===== src/rtl/crc_frame_loader.sv =====
// Byte-stream frame loader for the CRC driver: packs a frame big-endian into a word buffer, runs the driver, offers its CRC.
// Build option CRC_LOADER_ERR_EN: oversize frames are truncated, drained to s_last and flagged on result_err.
module crc_frame_loader #(
  parameter int ADDR_W = 3
) (
  input  logic              clk,
  input  logic              nrst,
  input  logic [7:0]        s_data,
  input  logic              s_valid,
  input  logic              s_last,
  output logic              s_ready,
  input  logic [ADDR_W-1:0] rd_addr,
  output logic [31:0]       rd_data,
  output logic [7:0]        len,
  output logic              crc_en,
  input  logic              crc_done,
  input  logic [15:0]       crc_in,
  output logic [15:0]       result,
  output logic              result_err,
  output logic              result_valid,
  input  logic              result_ready
);
  localparam int DEPTH = 1 << ADDR_W;
  localparam int MAXB  = 4 * DEPTH;
  localparam int CNT_W = ADDR_W + 3;
  localparam logic [CNT_W-1:0] LAST_IDX = CNT_W'(MAXB - 1);

  typedef enum logic [1:0] {FILL, DRAIN, RUN, RESULT} state_t;
  state_t state, state_nxt;

  logic [31:0]      mem [DEPTH];
  logic [CNT_W-1:0] cnt;
  logic             store;

  always_ff @(posedge clk) begin
    if (!nrst) state <= FILL;
    else       state <= state_nxt;
  end

  always_comb begin
    state_nxt    = state;
    s_ready      = 1'b0;
    crc_en       = 1'b0;
    result_valid = 1'b0;
    case (state)
      FILL: begin
        s_ready = 1'b1;
        if (s_valid) begin
          if (s_last) begin
            state_nxt = RUN;
          end else if (cnt == LAST_IDX) begin
`ifdef CRC_LOADER_ERR_EN
            state_nxt = DRAIN;
`else
            state_nxt = RUN;
`endif
          end
        end
      end
`ifdef CRC_LOADER_ERR_EN
      DRAIN: begin
        s_ready = 1'b1;
        if (s_valid && s_last) state_nxt = RUN;
      end
`endif
      RUN: begin
        crc_en = 1'b1;
        if (crc_done) state_nxt = RESULT;
      end
      RESULT: begin
        result_valid = 1'b1;
        if (result_ready) state_nxt = FILL;
      end
      default: state_nxt = FILL;
    endcase
    if (!nrst) s_ready = 1'b0;
  end

  assign store   = (state == FILL) && s_valid;
  assign rd_data = mem[rd_addr];

`ifdef CRC_LOADER_ERR_EN
  logic trunc;
`else
  assign result_err = 1'b0;
`endif

  // Buffer write, byte count and result capture
  always_ff @(posedge clk) begin
    if (!nrst) begin
      cnt    <= '0;
      len    <= '0;
      result <= '0;
      for (int i = 0; i < DEPTH; i++) mem[i] <= '0;
`ifdef CRC_LOADER_ERR_EN
      trunc      <= 1'b0;
      result_err <= 1'b0;
`endif
    end else begin
      if (store) begin
        mem[cnt[ADDR_W+1:2]][(3 - int'(cnt[1:0])) * 8 +: 8] <= s_data;
        cnt <= cnt + CNT_W'(1);
        len <= 8'(cnt);
`ifdef CRC_LOADER_ERR_EN
        if (!s_last && cnt == LAST_IDX) trunc <= 1'b1;
`endif
      end
      if (state == RUN && crc_done) begin
        result <= crc_in;
`ifdef CRC_LOADER_ERR_EN
        result_err <= trunc;
`endif
      end
      if (state == RESULT && result_ready) begin
        cnt <= '0;
`ifdef CRC_LOADER_ERR_EN
        trunc <= 1'b0;
`endif
      end
    end
  end

endmodule


===== config.mk =====
export PLATFORM = sky130hd
export DESIGN_NAME = crc_frame_loader
export DESIGN_NICKNAME = d
export VERILOG_FILES = /design/src/rtl/crc_frame_loader.sv
export SDC_FILE = /design/constraint.sdc
export NUM_CORES = 1
export LEC_CHECK = 0
export CAP_MARGIN = 30
export CORE_MARGIN = 10
export CORE_UTILIZATION = 53
export DETAILED_ROUTE_END_ITERATION = 6
export GPL_TIMING_DRIVEN = 1
export HOLD_SLACK_MARGIN = 0.05
export PLACE_DENSITY_LB_ADDON = 0.2
export SETUP_SLACK_MARGIN = 0.05
export SYNTH_ARGS = -nofsm -noshare
export SYNTH_HDL_FRONTEND = slang
export SYNTH_SLANG_ARGS = --single-unit

===== constraint.sdc =====
create_clock -name clk -period 3.21 [get_ports clk]
set_clock_uncertainty 0.2 [all_clocks]
set_input_delay 0.963 -clock clk [delete_from_list [all_inputs] [get_ports clk]]
set_output_delay 0.963 -clock clk [all_outputs]
set_load 0.02 [all_outputs]

==> results of run 1 <==
## metrics by stage
step / hold slack, ns / utilization [%] / instances / TNS (ns) / setup slack, ns
2_1_floorplan: 0.263 / - / 949 / 0 / 0.00558
6_report: 0.257 / 66.5 / 1421 / -4.07 / -0.150
3_5_place_dp: 0.255 / 61.9 / 1365 / -39.53 / -0.704
4_1_cts: 0.260 / 66.5 / 1421 / -4.20 / -0.158
5_1_grt: 0.280 / 66.5 / 1421 / -4.86 / -0.190
3_3_place_gp: 0.239 / 61.9 / 1365 / -36.73 / -0.690
## cells by family (layout without fill, tap and decap cells)
logic type	count (synthesis)	after routing	share of synthesized area (%)
fa+ha+maj	4	4	0.391
buf+inv	87	240	2.91
other cells	1	3	0.0293
compound gates	65	65	3.06
simple gates	407	407	14.7
flops	286	286	64.7
xor+xnor	1	1	0.0684
mux	96	96	14.1
## Yosys cell counts, types with 7 or more instances
master | instances | area, um^2
a21boi_0 | 20 | 150
and3_1 | 54 | 338
buf_1 | 7 | 26.3
buf_2 | 16 | 80.1
clkbuf_1 | 48 | 180
dfxtp_1 | 30 | 601
edfxtp_1 | 256 | 7690
inv_1 | 8 | 30.0
mux2_2 | 32 | 360
mux4_2 | 64 | 1440
nand2_1 | 82 | 308
nand3_1 | 23 | 115
nor2_1 | 208 | 781
o21ai_0 | 34 | 170
## layer usage
metal	global-route usage (%)	vias to the layer above	share of wire [%]
met5	0	-	0
met3	3.97	58	11
met4	6.22	0	2.7
met1	30.2	4130	40
met2	33.6	466	47
li1	-	3742	-
## final timing paths
kind,from,end,slack [ns],cells after the start
worst min register to register,result[14],result[14],0.26,2
worst max-delay path,rd_addr[1],rd_data[7],-0.15,5
worst max register to register,cnt[1],mem[4][28],0.60,5
worst min-delay path,result[14],result[14],0.26,2
## power breakdown
group,switching [mW],internal [mW]
Clock,1.35,1.71
Sequential,0.0453,4.17
Combinational,0.456,0.428
Total,1.85,6.30
## critical path, stage by stage
cell and delay (ns):
buf_16 0.14, buf_16 0.16, mux4_2 0.51, mux2_4 0.29
buf_6 0.13
## timing repair
item	CTS	global route
endpoints found under the setup margin	33	33
pin swaps	0	0
setup buffers	1	0
gates cloned	6	0
hold endpoints to repair	0	0
resized for setup	208	1
hold buffers	0	0
## area by class of cell
cell class              instances  share of cell area (%)
flip-flops and latches        286                    52.8
repair buffers                183                    12.0
clock inverters                18                   0.693
well taps                     319                    2.54
multi-input cells             576                    27.2
clock buffers                  31                    4.67
inverters                       8                   0.191
## sequential cells by signal, indices dropped and copies added, names as in the netlist
register  count
cnt           6
len           6
mem         256
result       16
state         2
==> flow_summary.yaml, run 1 <==
clock_network:
  cts_buffers: 29
  clockBufferDepth: 3
  clkSinkCount: 286
  clkTransAtPathRegs_ns: 0.06
  clk_latency_ns: 0.54
  cts_htree_levels: 1
  tritoncts: "done"
  root_buffer: "clkbuf_16"
final_layout:
  area_growth_pct: 22.7
  drive_gt1_share_pct: 24.5
  n_antenna_cell: 0
  multi_input_area_um2: 4270
  final_common_cell: "edfxtp_1"
  fin_nets: 1121
  regArea_um2: 8290
  design_area_um2: 15700
  fillers: 1717
  layout_common_cells: "edfxtp_1, nor2_1, nand2_1, buf_4, mux4_2"
synthesis:
  yosysSeqAreaShare_pct: 64.7
  netlist_instances: 947
  synth_edf_count: 256
  ys_ff_latch: 286
  synth_cell_types: 46
  synth.avg_cell_area_um2: 13.5
  ys_async_sr_fraction_pct: 0
  ys.flop_type: "edfxtp_1"
  ys.warnings.count: 0
  syn_area_um2: 12800
timing:
  grt_setup_unrepaired: "yes"
  tightest_slew_ns: 0.854
  final_hold_viol_count: 0
  finalSetupViolCount: 32
  max_freq_mhz: 298
  period_needed_ns: 3.36
  post-route-period-util_pct: 105
  max_slew_margin_pct: 43.0
  slew_violations: 0
  finalWorstSetupSlack_ns: -0.150
critical_path:
  start_kind: "input port"
  crit_fanout: 7
  cp-end-kind: "output port"
  required_ns: 2.05
  crit_type: "input port to output port"
  critPathArrivalTime_ns: 2.20
drt:
  firstDrtPassIters: 5
  vias: 8396
  post_drt_wl_per_cell_um: 23.1
  dr.first_iter.drc_count: 937
  final_antenna_net_count: 0
  wl_um: 32900
  route.detailed.drc: 0
  avgViaCountPerCell: 5.91
outcome:
  outcome: "finished with violations"
  violations: "negative setup slack"
run:
  drv_cap: 0
global_routing:
  track_usage_pct: 21.5
  antenna_found_initial: 0
  grt_pass1_wl_um: 51000
  overflow: 0
  grt_max_degree: 37
  grt_pass1_vias: 8333
power:
  p_leak_nw: 5.71
  ir_drop_uv: 516
  total_power_mw: 8.15
  pwr_density_cell_nw_per_um2: 519
floorplanning:
  row_count: 56
  die_x_um: 175
  num_io_pins: 93
  die_h_um: 175
  dieArea_um2: 30800
  core-area_um2: 23600
  start_util_pct: 54.2
placed_design:
  dp_hpwl_um: 22000
  port_buffers: 89
  place_congestion: 0.831
  post_dp_cell_area_um2: 14600
min_path:
  hold_class: "register to register"
(Power assumes the default switching activity.)
==> run 2: changes to the inputs <==
--- a/config.mk
+++ b/config.mk
@@ -5,7 +5,7 @@
 export SDC_FILE = /design/constraint.sdc
 export NUM_CORES = 1
 export LEC_CHECK = 0
-export CAP_MARGIN = 30
+export CAP_MARGIN = 20
 export CORE_MARGIN = 10
 export CORE_UTILIZATION = 53
 export DETAILED_ROUTE_END_ITERATION = 6
==> results of run 2 <==
Same layout as run 1: the final DEF is identical, and so are final timing and power.
